## config.mk

```make
export PLATFORM = sky130hd
export DESIGN_NAME = fp_issue_ctl
export DESIGN_NICKNAME = d
export VERILOG_FILES = /design/src/rtl/fp_issue_ctl.sv
export SDC_FILE = /design/constraint.sdc
export NUM_CORES = 1
export LEC_CHECK = 0
export CAP_MARGIN = 5
export CORE_MARGIN = 3
export CORE_UTILIZATION = 29
export CTS_CLUSTER_DIAMETER = 40
export DETAILED_ROUTE_END_ITERATION = 10
export DONT_BUFFER_PORTS = 1
export PLACE_DENSITY_LB_ADDON = 0.08
export SKIP_CTS_REPAIR_TIMING = 1
export SYNTH_ARGS = -nofsm -noshare
export SYNTH_HDL_FRONTEND = slang
export SYNTH_SLANG_ARGS = --single-unit
```

## constraint.sdc

```tcl
create_clock -name clk -period 2.7 [get_ports clk]
set_input_delay 0.135 -clock clk [delete_from_list [all_inputs] [get_ports clk]]
set_output_delay 0.135 -clock clk [all_outputs]
set_load 0.005 [all_outputs]
```

## src/rtl/fp_issue_ctl.sv

```systemverilog
// FP issue control: tracks the three-stage FP pipe and the iterative
// divide/sqrt unit, detects RAW/WAW/structural hazards for the op in ID,
// selects operand forwarding and drives the shared FP write port.
module fp_issue_ctl #(
  parameter int DIV_LAT  = 8,
  parameter int SQRT_LAT = 12
) (
  input  logic       clk,
  input  logic       clr,
  input  logic       id_fop,
  input  logic [2:0] id_fc,
  input  logic [4:0] id_fs,
  input  logic [4:0] id_ft,
  input  logic [4:0] id_fd,
  input  logic       id_useb,
  input  logic       id_hold,
  output logic       stl,
  output logic       issue_p,
  output logic       issue_d,
  output logic       div_sq,
  output logic [1:0] fwda,
  output logic [1:0] fwdb,
  output logic       wr_en,
  output logic       wr_sel,
  output logic [4:0] wr_n
);

  typedef enum logic [2:0] {
    OP_ADD  = 3'b000,
    OP_SUB  = 3'b001,
    OP_MUL  = 3'b010,
    OP_DIV  = 3'b011,
    OP_SQRT = 3'b100
  } fop_e;

  localparam logic [3:0] DIV_L  = 4'(DIV_LAT);
  localparam logic [3:0] SQRT_L = 4'(SQRT_LAT);

  // pipe tracker stages
  logic       e1_v, e2_v, e3_v;
  logic [4:0] e1_d, e2_d, e3_d;

  // divider tracker
  logic       busy;
  logic [4:0] dv_d;
  logic [3:0] cnt;

  logic div_done;
  logic is_pipe, is_ds, op_ok;
  logic raw_a, raw_b, waw, strc;

  assign div_done = busy & (cnt == 4'd1);

  // hazard detection, issue, forwarding and write-port selection
  always_comb begin
    is_pipe = (id_fc == OP_ADD) || (id_fc == OP_SUB) || (id_fc == OP_MUL);
    is_ds   = (id_fc == OP_DIV) || (id_fc == OP_SQRT);
    op_ok   = id_fop && (is_pipe || is_ds);

    raw_a = (e1_v && id_fs == e1_d) || (e2_v && id_fs == e2_d) ||
            (busy && !div_done && id_fs == dv_d);
    raw_b = id_useb &&
            ((e1_v && id_ft == e1_d) || (e2_v && id_ft == e2_d) ||
             (busy && !div_done && id_ft == dv_d));
    waw   = (e1_v && id_fd == e1_d) || (e2_v && id_fd == e2_d) ||
            (busy && id_fd == dv_d);
    // a pipe op issued when cnt==4 would reach E3 in the div_done cycle
    strc  = busy && (is_ds || (is_pipe && cnt == 4'd4));

    stl     = op_ok && (raw_a || raw_b || waw || strc) && !clr;
    issue_p = op_ok && is_pipe && !stl && !id_hold && !clr;
    issue_d = op_ok && is_ds && !stl && !id_hold && !clr;
    div_sq  = issue_d && (id_fc == OP_SQRT);

    fwda = 2'b00;
    if (e3_v && id_fs == e3_d)          fwda = 2'b01;
    else if (div_done && id_fs == dv_d) fwda = 2'b10;

    fwdb = 2'b00;
    if (id_useb) begin
      if (e3_v && id_ft == e3_d)          fwdb = 2'b01;
      else if (div_done && id_ft == dv_d) fwdb = 2'b10;
    end

    wr_en  = e3_v || div_done;
    wr_sel = !e3_v && div_done;
    wr_n   = '0;
    if (e3_v)          wr_n = e3_d;
    else if (div_done) wr_n = dv_d;
  end

  // tracker state: pipe shifts every cycle, divider counts down while busy
  always_ff @(posedge clk) begin
    if (clr) begin
      e1_v <= 1'b0;
      e2_v <= 1'b0;
      e3_v <= 1'b0;
      e1_d <= '0;
      e2_d <= '0;
      e3_d <= '0;
      busy <= 1'b0;
      dv_d <= '0;
      cnt  <= '0;
    end else begin
      e1_v <= issue_p;
      e1_d <= id_fd;
      e2_v <= e1_v;
      e2_d <= e1_d;
      e3_v <= e2_v;
      e3_d <= e2_d;
      if (issue_d) begin
        busy <= 1'b1;
        dv_d <= id_fd;
        cnt  <= (id_fc == OP_SQRT) ? SQRT_L : DIV_L;
      end else if (busy) begin
        cnt <= cnt - 4'd1;
        if (cnt == 4'd1) busy <= 1'b0;
      end
    end
  end

endmodule

```

==> reports/summary.md, run 1 <==
• complete, no violations — outcome
• 2 — maximum buffer depth of the clock tree
• input pin to flip-flop — worst hold-check path type
• 193 uW — net switching power figure
• 2.25 ns — arrival time of the worst setup path
• 0.0690 — share of layout cells above drive strength 1
• 3 — largest driver fanout on the critical path
• sky130_fd_sc_hd__clkbuf_8 — root buffer selected by CTS
• 419 MHz — highest clock frequency the design can meet
• 46 — DRC marker count from the first detailed-route iteration
• 0 — number of nets with antenna violations after detailed routing
• 38 — number of top-level pins
• sky130_fd_sc_hd__dfxtp_1 — Primary FF master, synth
• 28 — TritonCTS Sinks
• 235 — Synthesized Nets
• 4.89 — number of vias per cell after detailed routing
• 1 — Hold Path Depth
• 0 — share of async-settable or async-resettable flops after synthesis
• 1360 — via total after detailed routing
• 0.884 — Tcrit/Tclk final
• 0.142 — Overall Global Routing Usage
• 0 — Hold Fails Final Rpt
• 0 — final-report max-slew violation count
• 7320 um2 — die area
• 0.405 — Worst slew margin
• 231 — NumNets Final
• 6030 um2 — Std-Cell Core Area
• 8030 um — wire length of the first global-routing pass
• 1950 um2 — final std cell area, no fill
• 0.291 — part of the total power dissipated in the clock network
• 0.37 ns — longest individual stage delay on the worst path
• 0.305 — initial cell density of the core
• 273 — dpl cells
• 0.247 — Switching Fraction
• 6.14% — area delta synth->final
• 0 — initial antenna violation count
• 0 — yosys warns
• 85.6 um — horizontal die dimension
• e1_d[2] — Hold EP
• 0 — overflow left after global routing
• sky130_fd_sc_hd__nor3_1 — most frequent cell on the critical path
• 30 — maximum number of pins on one net before global-route repair
• output pin — CP Capture Type
• 0.55 ns — setup slack on the worst flop-to-flop path
• 2.57 ns — required time worst endpoint
• 35 — Unique masters post-synth
• sky130_fd_sc_hd__o21ai_0 — slowest cell on the critical path
• 591 uW — Pint
• 0.160 mV — Worst VDD drop
• 0 — number of max-capacitance violations reported
• 0 — Final Setup Violations
• 0.139 — Comb power frac
• 0.570 — Flop pwr share
• 0 — number of enable flip-flop cells after synthesis
• 0.0257 ns — post-route worst hold slack
• 2.39 ns — post-layout min period
• 1 — H-tree levels
• 7 — cells on worst reg2reg path
• 1890 um2 — total placed instance area
• 1840 um2 — synthesized cell area
• 0.801 — global placer's final weighted congestion
• flip-flop — kind of start point of the critical path
• 17.6 um — post-DR wirelength/cell
• 0 — post-route DRC violation count
• 0.000645 uW — LEAKAGE
• 0.889 ns — slew at the pin with the worst max-slew slack
• no — RSZ-0062 raised after global routing
• 0.09 ns — CTS clock-pin slew for the worst setup and hold paths
• flip-flop to output pin — critical path class
• 0.305 — fraction of the yosys area taken by sequential cells
• 4900 um — final routed wirelength across all metal layers
• cnt[0] — worst r2r src
• dv_d[4] — terminus of the critical flop-to-flop path
• 0.00367 ns — worst clock skew
• 0 ns — setup total negative slack
• 3 — CTS buffer count
• 278 — number of non-filler instances in the completed layout
• 28 — register bit count reported by yosys
• 85.6 um — die height
• 0 — Antenna diodes
• 0 — Port Buffers
• done — CTS tree
• 209 — cells after synthesis
• 4 — total iterations of the first detailed-routing run
• 8.78 um2 — synthesized area per cell
• 1497 — via count of the first global-routing pass
• 28 — Row Count
• 0.27 ns — Clk Latency, worst-skew pair
• inv_1, ha_1, nand2b_1, o21ai_0, nor3_1, nor3_1, nand3_1, nor3b_1 — ordered cell list for the critical path
• id_fd[2] — Worst Min Path Start
• 4030 um — HPWL after detailed placement
• 402 nW/um2 — power density over the cells
-- through the flow --
stage	utilization	total power, uW	setup WS [ns]
after floorplan	-	551	0.746
after global placement	0.313	558	0.643
after detailed placement	0.313	559	0.555
after CTS	0.320	791	0.279
after global routing	0.323	824	0.0357
final	0.323	784	0.312
-- sequential cells by signal, summed over array words and instances, names as in the netlist --
register	cells
dv_d	5
cnt	4
e3_d	5
e3_v	1
busy	1
e2_d	5
e2_v	1
e1_v	1
e1_d	5
-- layer usage --
| layer | global-route usage | share of wire |
|---|---|---|
| met1 | 0.181 | 0.47 |
| met2 | 0.235 | 0.46 |
| met3 | 0.0375 | 0.059 |
| met4 | 0.0446 | 0.0061 |
| met5 | 0 | 0 |
-- cells in the final DEF, fill, tap and decap left out, types with 2 or more instances in the layout --
cell / synthesis / routed
sky130_fd_sc_hd__xor2_1: 14 / 14
sky130_fd_sc_hd__inv_1: 2 / 2
sky130_fd_sc_hd__nand4_1: 7 / 7
sky130_fd_sc_hd__nor3b_1: 4 / 4
sky130_fd_sc_hd__nor3_1: 5 / 5
sky130_fd_sc_hd__a21oi_1: 3 / 3
sky130_fd_sc_hd__mux2_4: 5 / 5
sky130_fd_sc_hd__nor2_1: 5 / 5
sky130_fd_sc_hd__nand2b_1: 2 / 2
sky130_fd_sc_hd__nor2b_1: 22 / 22
sky130_fd_sc_hd__o22ai_1: 3 / 3
sky130_fd_sc_hd__nand3_1: 4 / 4
sky130_fd_sc_hd__nand2_1: 19 / 19
sky130_fd_sc_hd__xnor2_1: 44 / 44
sky130_fd_sc_hd__and3_1: 3 / 3
sky130_fd_sc_hd__clkbuf_8: 0 / 3
sky130_fd_sc_hd__dlygate4sd3_1: 0 / 2
sky130_fd_sc_hd__dfxtp_1: 28 / 28
sky130_fd_sc_hd__ha_1: 3 / 3
sky130_fd_sc_hd__nor4_1: 4 / 4
sky130_fd_sc_hd__o21ai_0: 8 / 8
-- final cells by class --
| cell class | count | area (um2) |
|---|---|---|
| repair buffers | 2 | 20.0 |
| multi-input cells | 167 | 1220 |
| clock buffers | 3 | 41.3 |
| flip-flops and latches | 28 | 561 |
| well taps | 75 | 93.8 |
| inverters | 3 | 11.3 |
| fillers | 655 | 4080 |
-- worst max-delay path by stage --
stage | startpoint | to | cells after the start
floorplan | cnt[0] | dv_d[0] | 7
global placement | cnt[0] | dv_d[4] | 7
detailed placement | cnt[0] | dv_d[3] | 7
CTS | cnt[0] | issue_p | 7
global route | cnt[1] | issue_p | 8
finish | cnt[1] | issue_p | 8
-- power groups by stage --
stage               Sequential, uW  Clock [uW]  Combinational, uW
floorplan                      450           0                101
global placement               457           0                102
detailed placement             457           0                103
CTS                            447         240                103
global route                   449         253                122
finish                         447         228                109
-- cell usage after synthesis (all sizes together), types with 4 or more instances --
cell	number	area, um2
nor4	5	37.5
nand4	7	43.8
dfxtp	28	561
xor2	14	123
nand2	20	82.6
nor3b	4	30.0
o21ai	8	40.0
mux2	5	75.1
nor3	5	25.0
nor2b	22	138
xnor2	44	385
clkbuf	9	33.8
nand3	4	20.0
nor2	5	18.8
-- kinds of logic (layout without fill, tap and decap cells) --
family,after synthesis,in the layout,share of synthesized area
compound gates,18,18,0.0661
xor+xnor,58,58,0.277
simple gates,83,83,0.261
fa+ha+maj,3,3,0.0205
mux,5,5,0.0409
flops,28,28,0.305
buf+inv,14,8,0.0293
-- critical path: cells and delay by family (launching register included) --
family	cells	cell delay, ns
flops	1	0.34
buf+inv	1	0.10
simple gates	5	1.02
fa+ha+maj	1	0.15
compound gates	1	0.37
Power figures use the tool's default switching activity.
==> run 2, diff against run 1 <==
--- a/config.mk
+++ b/config.mk
@@ -11,7 +11,7 @@
 export CTS_CLUSTER_DIAMETER = 40
 export DETAILED_ROUTE_END_ITERATION = 10
 export DONT_BUFFER_PORTS = 1
-export PLACE_DENSITY_LB_ADDON = 0.08
+export PLACE_DENSITY_LB_ADDON = 0.2
 export SKIP_CTS_REPAIR_TIMING = 1
 export SYNTH_ARGS = -nofsm -noshare
 export SYNTH_HDL_FRONTEND = slang
==> run 2 against run 1 <==
  * Flip-flop and latch count unchanged
  * Cell area is 0.71% higher
  * Global-route usage down 1.1 points
  * First-iteration DRC count grew 11%
  * Sequential power about the same
  * Sequential share of layout area is 0.20 points lower
  * Setup slack improved by 0.029 ns
  * Clock skew fell by 0.0016 ns
  * Maximum frequency is 1.2% higher
  * Hold slack better by 0.0012 ns
==> reports/summary.md, run 2 (synthesis gave the netlist of run 1 again) <==
• 17.0 um — post-DR wirelength/cell, was 17.6 um
• id_fd[2] — Worst Min Path Start, unchanged
• 0 — Antenna diodes, unchanged
• 0.761 — global placer's final weighted congestion, was 0.801
• 0.326 — post-route core utilization, was 0.323
• 0.181 mV — Worst VDD drop, was 0.160 mV
• e1_d[2] — Hold EP, unchanged
• 3810 um — HPWL after detailed placement, was 4030 um
• 0 — number of nets with antenna violations after detailed routing, unchanged
• 0.874 — Tcrit/Tclk final, was 0.884
• 2.36 ns — post-layout min period, was 2.39 ns
• 0 — Hold Fails Final Rpt, unchanged
• 2.57 ns — required time worst endpoint, about the same
• flip-flop to output pin — critical path class, unchanged
• 2 — maximum buffer depth of the clock tree, unchanged
• output pin — CP Capture Type, unchanged
• 28 — TritonCTS Sinks, unchanged
• cnt[0] — worst r2r src, unchanged
• 1 — H-tree levels, unchanged
• 4730 um — final routed wirelength across all metal layers, was 4900 um
• 0 — post-route DRC violation count, unchanged
• 38 — number of top-level pins, unchanged
• 0.10 ns — CTS clock-pin slew for the worst setup and hold paths, was 0.09 ns
• 4 — total iterations of the first detailed-routing run, unchanged
• 424 MHz — highest clock frequency the design can meet, was 419 MHz
• flip-flop — kind of start point of the critical path, unchanged
• 7490 um — wire length of the first global-routing pass, was 8030 um
• 0.59 ns — setup slack on the worst flop-to-flop path, was 0.55 ns
• 2.22 ns — arrival time of the worst setup path, was 2.25 ns
• 85.6 um — horizontal die dimension, unchanged
• 0.305 — initial cell density of the core, unchanged
• inv_1, ha_1, and4bb_2, a211o_1, a211oi_4, nand3_1, nor3b_1 — ordered cell list for the critical path, was inv_1, ha_1, nand2b_1, o21ai_0, nor3_1, nor3_1, nand3_1, nor3b_1
• sky130_fd_sc_hd__dfxtp_1 — slowest cell on the critical path, was sky130_fd_sc_hd__o21ai_0
• 7320 um2 — die area, unchanged
• input pin to flip-flop — worst hold-check path type, unchanged
• 0 — Port Buffers, unchanged
• done — CTS tree, unchanged
• 416 nW/um2 — power density over the cells, was 402 nW/um2
• 0.27 ns — Clk Latency, worst-skew pair, about the same
• 0.41 ns — longest individual stage delay on the worst path, was 0.37 ns
• 0.000652 uW — LEAKAGE, was 0.000645 uW
• 1890 um2 — total placed instance area, unchanged
• 0.437 — Worst slew margin, was 0.405
• 231 — NumNets Final, unchanged
• 0.00203 ns — worst clock skew, was 0.00367 ns
• 0.0735 — share of layout cells above drive strength 1, was 0.0690
• simple AND/OR/NAND/NOR gates — dominant delay contributor by cell family on the critical path, unchanged
• 6.88% — area delta synth->final, was 6.14%
• 51 — DRC marker count from the first detailed-route iteration, was 46
• 28 — Row Count, unchanged
• 815 uW — Power, Total, was 784 uW
• 1356 — via count of the first global-routing pass, was 1497
• sky130_fd_sc_hd__xnor2_1 (44), sky130_fd_sc_hd__dfxtp_1 (28), sky130_fd_sc_hd__nor2b_1 (22) — top library cells by usage in the layout, fill and taps aside, unchanged
• complete, no violations — outcome, unchanged
• 1349 — via total after detailed routing, was 1360
• 0 — final-report max-slew violation count, unchanged
• sky130_fd_sc_hd__clkbuf_8 — root buffer selected by CTS, unchanged
• 6030 um2 — Std-Cell Core Area, unchanged
• 0 — initial antenna violation count, unchanged
• 85.6 um — die height, unchanged
• 1 — Critical path buffers and inverters, unchanged
• 673 — fill cell total of the finished layout, was 655
• sky130_fd_sc_hd__xnor2_1 — most common cell after layout, fill and taps aside, unchanged
• 30 — maximum number of pins on one net before global-route repair, unchanged
• 0.132 — Overall Global Routing Usage, was 0.142
• 4 — largest driver fanout on the critical path, was 3
• 0 — overflow left after global routing, unchanged
• 1960 um2 — final std cell area, no fill, was 1950 um2
• 0.842 ns — slew at the pin with the worst max-slew slack, was 0.889 ns
• dv_d[1] — terminus of the critical flop-to-flop path, was dv_d[4]
• 0 ns — setup total negative slack, unchanged
• 7 — cells on worst reg2reg path, unchanged
• 4.84 — number of vias per cell after detailed routing, was 4.89
• no — RSZ-0062 raised after global routing, unchanged
• 1 — Hold Path Depth, unchanged
• 0 — Final Setup Violations, unchanged
• 0 — number of max-capacitance violations reported, unchanged
• 3 — CTS buffer count, unchanged
run 2: cell count changes in the layout (fill, tap and decap cells not counted), sizes merged:
cell and delta:
clkbuf +1
run 2: where the power goes:
part           switching, uW  total (uW)  internal, uW  leakage [uW]
Sequential              20.7         447           426      0.000229
Clock                    131         262           131     0.0000288
Combinational           42.3         106          64.0      0.000395
Total                    194         815           621      0.000652
run 2: worst max path at each step:
stage / startpoint / end / slack, ns / cells after the start
2_1_floorplan: cnt[0] / dv_d[0] / 0.75 / 7
3_3_place_gp: cnt[0] / dv_d[3] / 0.65 / 7
3_5_place_dp: cnt[0] / dv_d[1] / 0.61 / 7
4_1_cts: cnt[0] / issue_p / 0.31 / 7
5_1_grt: cnt[0] / issue_p / 0.15 / 7
6_report: cnt[0] / issue_p / 0.34 / 7
run 2: layout make-up:
type | count | area, um2 | share of cell area
clock buffer | 4 | 55.1 | 0.0281
inverter | 3 | 11.3 | 0.00574
multi-input combinational | 167 | 1220 | 0.622
sequential | 28 | 561 | 0.286
tap | 75 | 93.8 | 0.0478
timing repair buffer | 2 | 20.0 | 0.0102
run 2: per-layer routing:
layer / GRT usage / wire length [um] / part of all wire
met5: 0 / 0 / 0
met1: 0.183 / 2220 / 0.47
met2: 0.213 / 2230 / 0.47
met4: 0.0345 / 37 / 0.0078
met3: 0.0211 / 237 / 0.050
run 2: through the flow:
step	hold WS [ns]	worst slack (ns)	std cells
global route	0.0159	0.146	279
CTS	-0.0850	0.312	277
global placement	0.211	0.647	273
floorplan	0.211	0.746	209
finish	0.0269	0.341	279
detailed placement	0.211	0.610	273
